--- src/rtl/frame_sequencer_2d_if.sv ---
// rtl/frame_sequencer_2d_if.sv - memory request port between the sequencer and the lane memory
interface frame_sequencer_2d_if #(
    parameter int ADDR_WIDTH = 32
);
    logic                  mem_valid;
    logic [ADDR_WIDTH-1:0] mem_addr;
    logic                  mem_last;
    logic                  mem_ready;

    modport master (output mem_valid, output mem_addr, output mem_last, input mem_ready);
    modport slave  (input mem_valid, input mem_addr, input mem_last, output mem_ready);
endinterface

--- src/rtl/frame_sequencer_2d.sv ---
// rtl/frame_sequencer_2d.sv - 2-D row/column address sequencer for ternary frames
module frame_sequencer_2d #(
    parameter int ADDR_WIDTH   = 32,
    parameter int DIM_WIDTH    = 16,
    parameter int STRIDE_WIDTH = 8
) (
    input  logic                      clk,
    input  logic                      reset,
    input  logic [ADDR_WIDTH-1:0]     i_base_addr,
    input  logic [DIM_WIDTH-1:0]      i_frame_rows,
    input  logic [DIM_WIDTH-1:0]      i_frame_cols,
    input  logic [STRIDE_WIDTH-1:0]   i_col_stride,
    input  logic [ADDR_WIDTH-1:0]     i_row_stride,
    input  logic [31:0]               i_exec_hints,
    input  logic                      i_start,
    input  logic                      i_abort,
    frame_sequencer_2d_if.master      mem,
    output logic                      o_engine_enable,
    output logic                      o_busy,
    output logic                      o_frame_done,
    output logic                      o_frame_aborted,
    output logic [2*DIM_WIDTH-1:0]    o_elem_count
);
    typedef enum logic [1:0] {S_IDLE, S_RUN, S_DONE} state_t;

    state_t                  r_state;
    logic [DIM_WIDTH-1:0]    r_rows, r_cols, r_row_idx, r_col_idx;
    logic [ADDR_WIDTH-1:0]   r_col_eff, r_row_stride, r_row_base, r_mem_addr;
    logic                    r_mem_valid, r_mem_last, r_engine_enable, r_busy;
    logic                    r_frame_done, r_frame_aborted;
    logic [2*DIM_WIDTH-1:0]  r_elem_count;

    logic [1:0]                w_s_m1;
    logic [4:0]                w_s, w_k;
    logic [STRIDE_WIDTH+3:0]   w_col_eff;
    logic                      w_fire, w_row_end, w_next_last, w_unused_hints;
    logic [DIM_WIDTH-1:0]      w_next_row, w_next_col;
    logic [ADDR_WIDTH-1:0]     w_next_row_base;

    // Convolution ops scale the element stride by the conv stride (op 0x04) or its square (op 0x07).
    assign w_s_m1 = i_exec_hints[21:20];
    assign w_s    = {3'b000, w_s_m1} + 5'd1;
    always_comb begin
        w_k = 5'd1;
        if (i_exec_hints[7:0] == 8'h04)
            w_k = w_s;
        else if (i_exec_hints[7:0] == 8'h07)
            w_k = w_s * w_s;
    end
    assign w_col_eff      = {4'b0000, i_col_stride} * {{(STRIDE_WIDTH-1){1'b0}}, w_k};
    assign w_unused_hints = ^{i_exec_hints[31:22], i_exec_hints[19:8]};

    assign w_fire          = r_mem_valid & mem.mem_ready;
    assign w_row_end       = (r_col_idx == r_cols - DIM_WIDTH'(1));
    assign w_next_col      = w_row_end ? '0 : r_col_idx + DIM_WIDTH'(1);
    assign w_next_row      = w_row_end ? r_row_idx + DIM_WIDTH'(1) : r_row_idx;
    assign w_next_last     = (w_next_row == r_rows - DIM_WIDTH'(1)) &&
                             (w_next_col == r_cols - DIM_WIDTH'(1));
    assign w_next_row_base = r_row_base + r_row_stride;

    always_ff @(posedge clk or posedge reset) begin
        if (reset) begin
            r_state         <= S_IDLE;
            r_rows          <= '0;
            r_cols          <= '0;
            r_row_idx       <= '0;
            r_col_idx       <= '0;
            r_col_eff       <= '0;
            r_row_stride    <= '0;
            r_row_base      <= '0;
            r_mem_addr      <= '0;
            r_mem_valid     <= 1'b0;
            r_mem_last      <= 1'b0;
            r_engine_enable <= 1'b0;
            r_busy          <= 1'b0;
            r_frame_done    <= 1'b0;
            r_frame_aborted <= 1'b0;
            r_elem_count    <= '0;
        end else begin
            r_frame_done    <= 1'b0;
            r_frame_aborted <= 1'b0;
            case (r_state)
                S_IDLE: begin
                    if (i_start) begin
                        r_rows       <= i_frame_rows;
                        r_cols       <= i_frame_cols;
                        r_col_eff    <= {{(ADDR_WIDTH-STRIDE_WIDTH-4){1'b0}}, w_col_eff};
                        r_row_stride <= i_row_stride;
                        r_row_base   <= i_base_addr;
                        r_mem_addr   <= i_base_addr;
                        r_row_idx    <= '0;
                        r_col_idx    <= '0;
                        r_elem_count <= '0;
                        r_busy       <= 1'b1;
                        // An empty frame completes through DONE without issuing any request.
                        if (i_frame_rows == '0 || i_frame_cols == '0) begin
                            r_state <= S_DONE;
                        end else begin
                            r_state         <= S_RUN;
                            r_mem_valid     <= 1'b1;
                            r_engine_enable <= 1'b1;
                            r_mem_last      <= (i_frame_rows == DIM_WIDTH'(1)) &&
                                               (i_frame_cols == DIM_WIDTH'(1));
                        end
                    end
                end
                S_RUN: begin
                    if (i_abort) begin
                        r_state         <= S_IDLE;
                        r_mem_valid     <= 1'b0;
                        r_mem_last      <= 1'b0;
                        r_engine_enable <= 1'b0;
                        r_busy          <= 1'b0;
                        r_frame_aborted <= 1'b1;
                    end else if (w_fire) begin
                        r_elem_count <= r_elem_count + (2*DIM_WIDTH)'(1);
                        if (r_mem_last) begin
                            r_state         <= S_DONE;
                            r_mem_valid     <= 1'b0;
                            r_mem_last      <= 1'b0;
                            r_engine_enable <= 1'b0;
                        end else begin
                            r_row_idx  <= w_next_row;
                            r_col_idx  <= w_next_col;
                            r_mem_last <= w_next_last;
                            if (w_row_end) begin
                                r_row_base <= w_next_row_base;
                                r_mem_addr <= w_next_row_base;
                            end else begin
                                r_mem_addr <= r_mem_addr + r_col_eff;
                            end
                        end
                    end
                end
                S_DONE: begin
                    r_state      <= S_IDLE;
                    r_busy       <= 1'b0;
                    r_frame_done <= 1'b1;
                end
                default: r_state <= S_IDLE;
            endcase
        end
    end

    assign mem.mem_valid   = r_mem_valid;
    assign mem.mem_addr    = r_mem_addr;
    assign mem.mem_last    = r_mem_last;
    assign o_engine_enable = r_engine_enable;
    assign o_busy          = r_busy;
    assign o_frame_done    = r_frame_done;
    assign o_frame_aborted = r_frame_aborted;
    assign o_elem_count    = r_elem_count;
endmodule
--- src/flat_wrapper.sv ---
// flat-port wrapper written by rule: the top's interface ports become plain ports
module frame_sequencer_2d_flat 
#(
    parameter int ADDR_WIDTH   = 32,
    parameter int DIM_WIDTH    = 16,
    parameter int STRIDE_WIDTH = 8
)
  (clk, reset, i_base_addr, i_frame_rows, i_frame_cols, i_col_stride, i_row_stride, i_exec_hints, i_start, i_abort, o_engine_enable, o_busy, o_frame_done, o_frame_aborted, o_elem_count, mem_mem_valid, mem_mem_addr, mem_mem_last, mem_mem_ready);
  frame_sequencer_2d_if #(.ADDR_WIDTH(ADDR_WIDTH)) mem_i ();
  input  logic clk;
  input  logic reset;
  input  logic [ADDR_WIDTH-1:0] i_base_addr;
  input  logic [DIM_WIDTH-1:0] i_frame_rows;
  input  logic [DIM_WIDTH-1:0] i_frame_cols;
  input  logic [STRIDE_WIDTH-1:0] i_col_stride;
  input  logic [ADDR_WIDTH-1:0] i_row_stride;
  input  logic [31:0] i_exec_hints;
  input  logic i_start;
  input  logic i_abort;
  output logic o_engine_enable;
  output logic o_busy;
  output logic o_frame_done;
  output logic o_frame_aborted;
  output logic [2*DIM_WIDTH-1:0] o_elem_count;
  output wire logic [$bits(mem_i.mem_valid)-1:0] mem_mem_valid;
  output wire logic [$bits(mem_i.mem_addr)-1:0] mem_mem_addr;
  output wire logic [$bits(mem_i.mem_last)-1:0] mem_mem_last;
  input wire logic [$bits(mem_i.mem_ready)-1:0] mem_mem_ready;
  assign mem_mem_valid = mem_i.mem_valid;
  assign mem_mem_addr = mem_i.mem_addr;
  assign mem_mem_last = mem_i.mem_last;
  assign mem_i.mem_ready = mem_mem_ready;
  frame_sequencer_2d #(.ADDR_WIDTH(ADDR_WIDTH), .DIM_WIDTH(DIM_WIDTH), .STRIDE_WIDTH(STRIDE_WIDTH)) u_core (.clk(clk), .reset(reset), .i_base_addr(i_base_addr), .i_frame_rows(i_frame_rows), .i_frame_cols(i_frame_cols), .i_col_stride(i_col_stride), .i_row_stride(i_row_stride), .i_exec_hints(i_exec_hints), .i_start(i_start), .i_abort(i_abort), .mem(mem_i), .o_engine_enable(o_engine_enable), .o_busy(o_busy), .o_frame_done(o_frame_done), .o_frame_aborted(o_frame_aborted), .o_elem_count(o_elem_count));
endmodule
--- config.mk ---
export PLATFORM = sky130hd
export DESIGN_NAME = frame_sequencer_2d_flat
export DESIGN_NICKNAME = d
export VERILOG_FILES = /design/src/rtl/frame_sequencer_2d_if.sv /design/src/rtl/frame_sequencer_2d.sv /design/src/flat_wrapper.sv
export SDC_FILE = /design/constraint.sdc
export NUM_CORES = 1
export LEC_CHECK = 0
export BUFFER_PORTS_ARGS = -buffer_cell sky130_fd_sc_hd__buf_2
export CAP_MARGIN = 40
export CORE_ASPECT_RATIO = 0.7
export CORE_MARGIN = 4
export CORE_UTILIZATION = 53
export DETAILED_ROUTE_END_ITERATION = 8
export PLACE_DENSITY = 0.77
export SLEW_MARGIN = 20
export SYNTH_ARGS = -nofsm -noshare
export SYNTH_HDL_FRONTEND = slang
export SYNTH_SLANG_ARGS = --single-unit
--- constraint.sdc ---
create_clock -name clk -period 7.4 [get_ports clk]
set_input_delay 1.48 -clock clk [delete_from_list [all_inputs] [get_ports clk]]
set_output_delay 1.48 -clock clk [all_outputs]
set_load 0.005 [all_outputs]
* Yosys cells after proc, flatten, opt, wreduce, memory -nomap -nowiden *
Index checks and enable logic that the tools add are counted.

storage, ports and cells
  bits in registers = 211
  input bits = 141
  logic and storage cells = 112

cells by class
  add/sub/neg operators = 8
  multiply operators = 2
  equal/unequal tests = 18
  multiplexer cells = 52
  bitwise operators = 1
  reductions and logical operators = 16

operators with widths
  kind                   number
  $mux 32                12
  $pmux 32 s2            3
  $mux 16                9
  $pmux 16 s2            2
  $eq 16x16->1           3
  $add 16x1->16 const B  2
  $add 32x1->32 const B  1
  $add 32x12->32         1
  $add 32x32->32         1
  $eq 16x1->1 const B    2
  $logic_not 16->1       2
  $sub 16x1->16 const B  2
  $eq 8x3->1 const B     2
  $mux 1                 15
  $mul 8x5->12           1
  $mux 2                 5
  $mux 5                 2
  $ne 2x2->1 const B     5
  $reduce_and 5->1       2
  $reduce_and 4->1       2
  $ne 3x2->1 const B     2
  $reduce_and 3->1       2
  $reduce_and 6->1       1
  $mul 5x5->5            1
  14 further kinds       17

* Longest topological paths before layout *
  depth in word-level cells = 9
  gate-level depth with buffers = 21
  depth with buffers taken out = 21

* Worst setup path after synthesis *
Ideal clock, no wire load.

  path type = input to register
  start = input i_exec_hints[5]
  end = register u_core.r_col_eff[11]
  library setup time = 0.134 ns
  data arrival time = 5.519 ns
  setup slack = 1.747 ns
  stages = 19
  buffers on the path = 1
  path through = nor4_1 -> and3b_1 -> and3_1 -> clkbuf_1 -> nand2_1 -> fa_1 -> fa_1 -> fa_1 -> inv_1 -> ha_1 -> a21oi_1 -> o21bai_1 -> a21oi_1 -> o21bai_1 -> a21oi_1 -> o21bai_1 -> a21oi_1 -> xnor2_1 -> o21ai_0

between the ends
  word-level cells in the longest chain between the ends = 4
  elaborated cells between the ends (all ways) = 5
  those cells by class = mul: 1; eq/ne: 2; mux: 2

ends and longest elaborated chain
  element               RTL line                  RTL
  start, declared       flat_wrapper.sv:17        input logic [31:0] i_exec_hints;
  $eq 8x3->1            frame_sequencer_2d.sv:47  else if (i_exec_hints[7:0] == 8'h07)
  $mux 5                frame_sequencer_2d.sv:47
  $mux 5 *              frame_sequencer_2d.sv:45  if (i_exec_hints[7:0] == 8'h04)
  $mul 8x5->12 *        frame_sequencer_2d.sv:50  assign w_col_eff = {4'b0000, i_col_stride} * {{(STRIDE_WIDTH-1){1'b0}}, w_k};
  end signal, assigned  frame_sequencer_2d.sv:87  r_col_eff <= {{(ADDR_WIDTH-STRIDE_WIDTH-4){1'b0}}, w_col_eff};
  end, declared         frame_sequencer_2d.sv:28  logic [ADDR_WIDTH-1:0] r_col_eff, r_row_stride, r_row_base, r_mem_addr;

Every way passes the cells marked *; elsewhere a longest branch is shown, timed or not.
A chain may end at the register's enable or synchronous reset.

* Final worst setup path *
Same ends and word-level chain as after synthesis.

==> results list <==
- The run finished with clean final reports.
- Total placed instance area: 16,400 um^2
* Total Wirelength: 44,200 um
- Adder and majority gate portion of the synthesized area: 0.0872
- The path with the worst hold slack has its endpoint at u_core.r_col_eff[9].
- Worst rel slew slack: 0.427
- Worst R2R End: u_core.mem.mem_last
* Sequential area share after synthesis: 0.349
- Max Root-Sink Buffers: 3
- Of the total synthesized cell area, the portion taken by XOR and XNOR cells is 0.0907.
- Max Slew Vio Count: 0
- Number of detailed-route iterations in the first pass: 5
- Residual overflow from global routing: 0
* Design Area, Final: 17,100 um^2
- Number of global-route vias before repair: 12,800
* Static Leak: 7.74 nW
- The cell family contributing the most delay on the critical path is adder cells.
- For the worst-skew pair, the clock arrives at the later sink with an insertion delay of 0.52 ns.
* CP arrival: 6.07 ns
* Port Buffers: 188
- Avg Synthesized Cell Area: 8.91 um^2
- Num Clock Sinks: 211
- Starting DRT DRC Count: 1,476
* Total negative slack for setup checks: 0 ns
- Yosys mapped the design onto 87 distinct sky130hd cell types.
* Cell Area, Synth: 15,100 um^2
- Complex-gate fraction of the synthesized area: 0.170
- #FFs+latches synth: 211
- Clock H-tree levels: 1
- Buffers & Inverters on Critical Path: 2
* Final Setup Violations: 0
- Across every metal layer, demand over resource in global routing totals 0.275.
- Fraction of registers with async set/reset: 1.00
- Wire length of the first global-routing pass: 70,400 um
* Worst IR Drop VDD: 0.270 mV
- Kind of start point of the critical path: primary input
- At the end of the flow the core is filled with cells to 0.612.
* Die Y: 149 um
- Count of final hold-check violations: 0
- Fraction of layout cells with a size suffix above 1: 0.180
- The floorplan has 51 rows.
- Post-synth net total: 1,933
* Most prevalent standard cell on the critical path: sky130_fd_sc_hd__a21oi_1
* Starting utilization of the core area: 0.541
* Layout net count: 2,080
- Post-CTS repair changed the size of 0 cells.
- Largest stage delay on the critical path: 0.54 ns
- At the pin with the least slew margin, the transition time is 0.860 ns.
- Compared with the post-synthesis result, the final layout area differs by 13.1%.
* Type of the setup path with the least slack: in2reg
- TritonCTS built the clock tree.
- Leaving out fill and tap cells, the most frequent cells in the layout are sky130_fd_sc_hd__dfrtp_1 (211), sky130_fd_sc_hd__buf_2 (189), sky130_fd_sc_hd__nand2_1 (186).
- Remaining design rule violation count: 0
- Cell breakdown of the critical path: buf_2 > nor4_1 > nand3b_1 > nor2_1 > nand2_1 > fa_1 > fa_1 > fa_1 > inv_1 > ha_1 > a21oi_1 > o21bai_1 > a21oi_1 > o21bai_1 > a21oi_1 > o21bai_1 > a21oi_1 > xnor2_1 > o21ai_0
- After floorplanning, the core was sized to cover 27,900 um^2.
- Worst EP required: 7.78 ns
- The startpoint identified for the worst register-to-register timing path is u_core.r_cols[0].
- CTS clock-pin slew for the worst setup and hold paths: 0.06 ns
- Pin count of the biggest net entering global routing: 83
- Measured in cells, the most critical reg-to-reg path has a length of 12.
- Setup repair after global routing left no endpoint under its margin.
- Final critical delay including setup and external delays: 5.69 ns
* Hold Crit Depth: 2
- Vias/cell: 6.10
- Largest family of logic cells by synthesized area: simple AND/OR/NAND/NOR gates
- Clock skew on the completed layout was measured at 0.0167 ns.
* Comb power frac: 0.566
- Number of buffers inserted during clock tree synthesis: 22
- Antenna violations before repair: 2
* Net load switching power: 3.30 mW
* Most common library cell in the layout ignoring fill and taps: sky130_fd_sc_hd__dfrtp_1
- Excluding fillers, the count of instances in the completed layout stands at 2,231.
- Detailed routing inserted a total of 13,600 vias.
* Clock share of power: 0.153
- Post-route setup slack: 1.71 ns
* Class of the tightest hold or removal check: reg2reg
* Die footprint: 31,300 um^2
- Summing internal, switching and leakage power gives 7.20 mW.
* Synthesized-area fraction occupied by and/or/nand/nor cells: 0.204
- The die is 210 um wide.
- Of the total power, the share spent switching nets is 0.458.
- Power density over cell area: 421 nW/um^2
- The count of nets left with antenna violations once routing finished came out at 0.
- Most instantiated flip-flop cell in the synthesis netlist: sky130_fd_sc_hd__dfrtp_1
- 211 I/O pins were placed.
* Startpoint of the worst hold path: u_core.r_col_eff[9]
- Routability-driven placement finished with a final weighted congestion of 0.959.
* Number of max-cap violations: 0
- Once detailed placement completed, the half-perimeter wirelength came to 33,000 um.
* Sequential share of power: 0.282
- Derived from the worst setup path, the maximum achievable clock frequency is 176 MHz.
* Count of placed standard cells including taps: 2,191
- Yosys synthesis warning count: 0
* WHS: 0.489 ns
- The worst setup path is captured at a flip-flop.
- Routed length per placed instance: 19.8 um
* Count of flip-flops with a built-in enable after synthesis: 0
* Setup slack on the worst flop-to-flop path: 2.65 ns
- Share of cell area taken by muxes after synthesis: 0.0606
* Cell count after synthesis: 1,698
* Worst-case setup slack after placement: 1.18 ns
- Hold-fix buffers at CTS: 0
* Worst Path Max Fanout: 8
- Int Pwr: 3.91 mW
- Cell chosen for the clock root: sky130_fd_sc_hd__clkbuf_16
- For this design, the slowest cell found on the critical path is sky130_fd_sc_hd__fa_1.
- After clock tree synthesis, the setup repair step added 0 buffers.
* Final cycle utilization of the critical path: 0.769
-- flip-flops by register name, summed over array words and instances, names as in the netlist --
name,count
u_core.r_state,2
u_core.r_row_stride,32
u_core.mem.mem_addr,32
u_core.r_row_base,32
u_core.r_row_idx,16
u_core.o_frame_done,1
u_core.o_elem_count,32
u_core.mem.mem_last,1
u_core.o_busy,1
u_core.r_cols,16
u_core.o_frame_aborted,1
u_core.mem.mem_valid,1
u_core.r_col_idx,16
u_core.r_rows,16
u_core.r_col_eff,12
-- cell type report --
class / count / area (um^2)
antenna: 2 / 5.00
clock buffer: 34 / 647
clock inverter: 3 / 42.5
fill: 2394 / 10800
inverter: 64 / 248
multi-input combinational: 1339 / 9280
sequential: 211 / 5280
tap: 371 / 464
timing repair buffer: 207 / 1140
-- cell families after synthesis --
| group | count (synthesis) |
|---|---|
| adders and majority gates | 94 |
| buffers and inverters | 148 |
| and+or+nand+nor | 604 |
| AOI/OAI and AO/OA | 403 |
| muxes | 83 |
| DFF | 211 |
| xor gates and xnor gates | 155 |
-- cell usage after synthesis, types with 5 or more instances --
library cell	n	area (um^2)
sky130_fd_sc_hd__mux2i_1	15	150
sky130_fd_sc_hd__a31oi_1	24	150
sky130_fd_sc_hd__nand3_1	43	215
sky130_fd_sc_hd__inv_1	64	240
sky130_fd_sc_hd__and4_1	7	61.3
sky130_fd_sc_hd__a22o_1	6	52.6
sky130_fd_sc_hd__nand4b_1	5	43.8
sky130_fd_sc_hd__nor3_1	24	120
sky130_fd_sc_hd__xnor2_1	92	806
sky130_fd_sc_hd__nand4_1	23	144
sky130_fd_sc_hd__nor2b_1	13	81.3
sky130_fd_sc_hd__a31o_2	5	43.8
sky130_fd_sc_hd__or3_1	19	119
sky130_fd_sc_hd__a21o_1	25	188
sky130_fd_sc_hd__o31ai_1	11	82.6
sky130_fd_sc_hd__nor4_1	27	169
sky130_fd_sc_hd__buf_2	9	45.0
sky130_fd_sc_hd__nand2_1	188	706
sky130_fd_sc_hd__o32ai_1	5	43.8
sky130_fd_sc_hd__o21bai_1	13	97.6
sky130_fd_sc_hd__fa_1	19	380
sky130_fd_sc_hd__nand2b_1	19	119
sky130_fd_sc_hd__a21oi_1	92	460
sky130_fd_sc_hd__buf_1	10	37.5
sky130_fd_sc_hd__o22ai_1	17	106
sky130_fd_sc_hd__xor2_1	62	543
sky130_fd_sc_hd__nand3b_1	7	52.6
sky130_fd_sc_hd__and3_1	30	188
sky130_fd_sc_hd__mux2_2	68	766
sky130_fd_sc_hd__a22oi_1	14	105
sky130_fd_sc_hd__o211ai_1	15	113
sky130_fd_sc_hd__dfrtp_1	211	5280
sky130_fd_sc_hd__ha_1	75	938
sky130_fd_sc_hd__o21a_1	8	60.1
sky130_fd_sc_hd__clkbuf_1	60	225
sky130_fd_sc_hd__a211oi_1	9	67.6
sky130_fd_sc_hd__nor2_1	133	499
sky130_fd_sc_hd__nor3b_1	6	45.0
sky130_fd_sc_hd__and2_1	32	200
sky130_fd_sc_hd__o21ai_0	108	541
-- per-layer routing --
layer / vias to the layer above / part of all wire / track usage
met5: - / 0 / 0
met2: 610 / 0.43 / 0.410
li1: 6360 / - / -
met3: 91 / 0.086 / 0.0486
met4: 0 / 0.028 / 0.0639
met1: 6541 / 0.46 / 0.419
-- power by group through the flow --
stage	logic, mW	clock network [mW]	registers [mW]
4_1_cts	4.00	1.13	2.02
3_5_place_dp	3.97	0	2.03
5_1_grt	4.46	1.17	2.07
2_1_floorplan	3.06	0	1.83
3_3_place_gp	3.82	0	2.01
6_report	4.07	1.10	2.03
-- worst register-to-register path: stages (launching register included) --
cell                      delay [ns]
sky130_fd_sc_hd__dfrtp_1        0.49
sky130_fd_sc_hd__nor4_4         0.60
sky130_fd_sc_hd__nand4_2        0.33
sky130_fd_sc_hd__nor3_1         0.35
sky130_fd_sc_hd__mux2_2         0.41
sky130_fd_sc_hd__nor3b_1        0.36
sky130_fd_sc_hd__and4_1         0.26
sky130_fd_sc_hd__buf_4          0.34
sky130_fd_sc_hd__and2_0         0.68
sky130_fd_sc_hd__nand3_1        0.32
sky130_fd_sc_hd__mux2i_1        0.28
sky130_fd_sc_hd__nand4_1        0.13
sky130_fd_sc_hd__o21ai_1        0.14
-- worst max path at each step --
stage,start,to,slack [ns],cells past startpoint
after detailed placement,i_exec_hints[5],u_core.r_col_eff[11],1.18,19
after CTS,i_exec_hints[5],u_core.r_col_eff[11],1.73,19
final,i_exec_hints[5],u_core.r_col_eff[11],1.71,19
after floorplan,reset,u_core.mem.mem_addr[0],0.15,1
after global placement,i_exec_hints[5],u_core.r_col_eff[11],1.36,19
after global routing,i_exec_hints[5],u_core.r_col_eff[11],1.30,19
No activity file was read; power rests on OpenSTA's default activity.
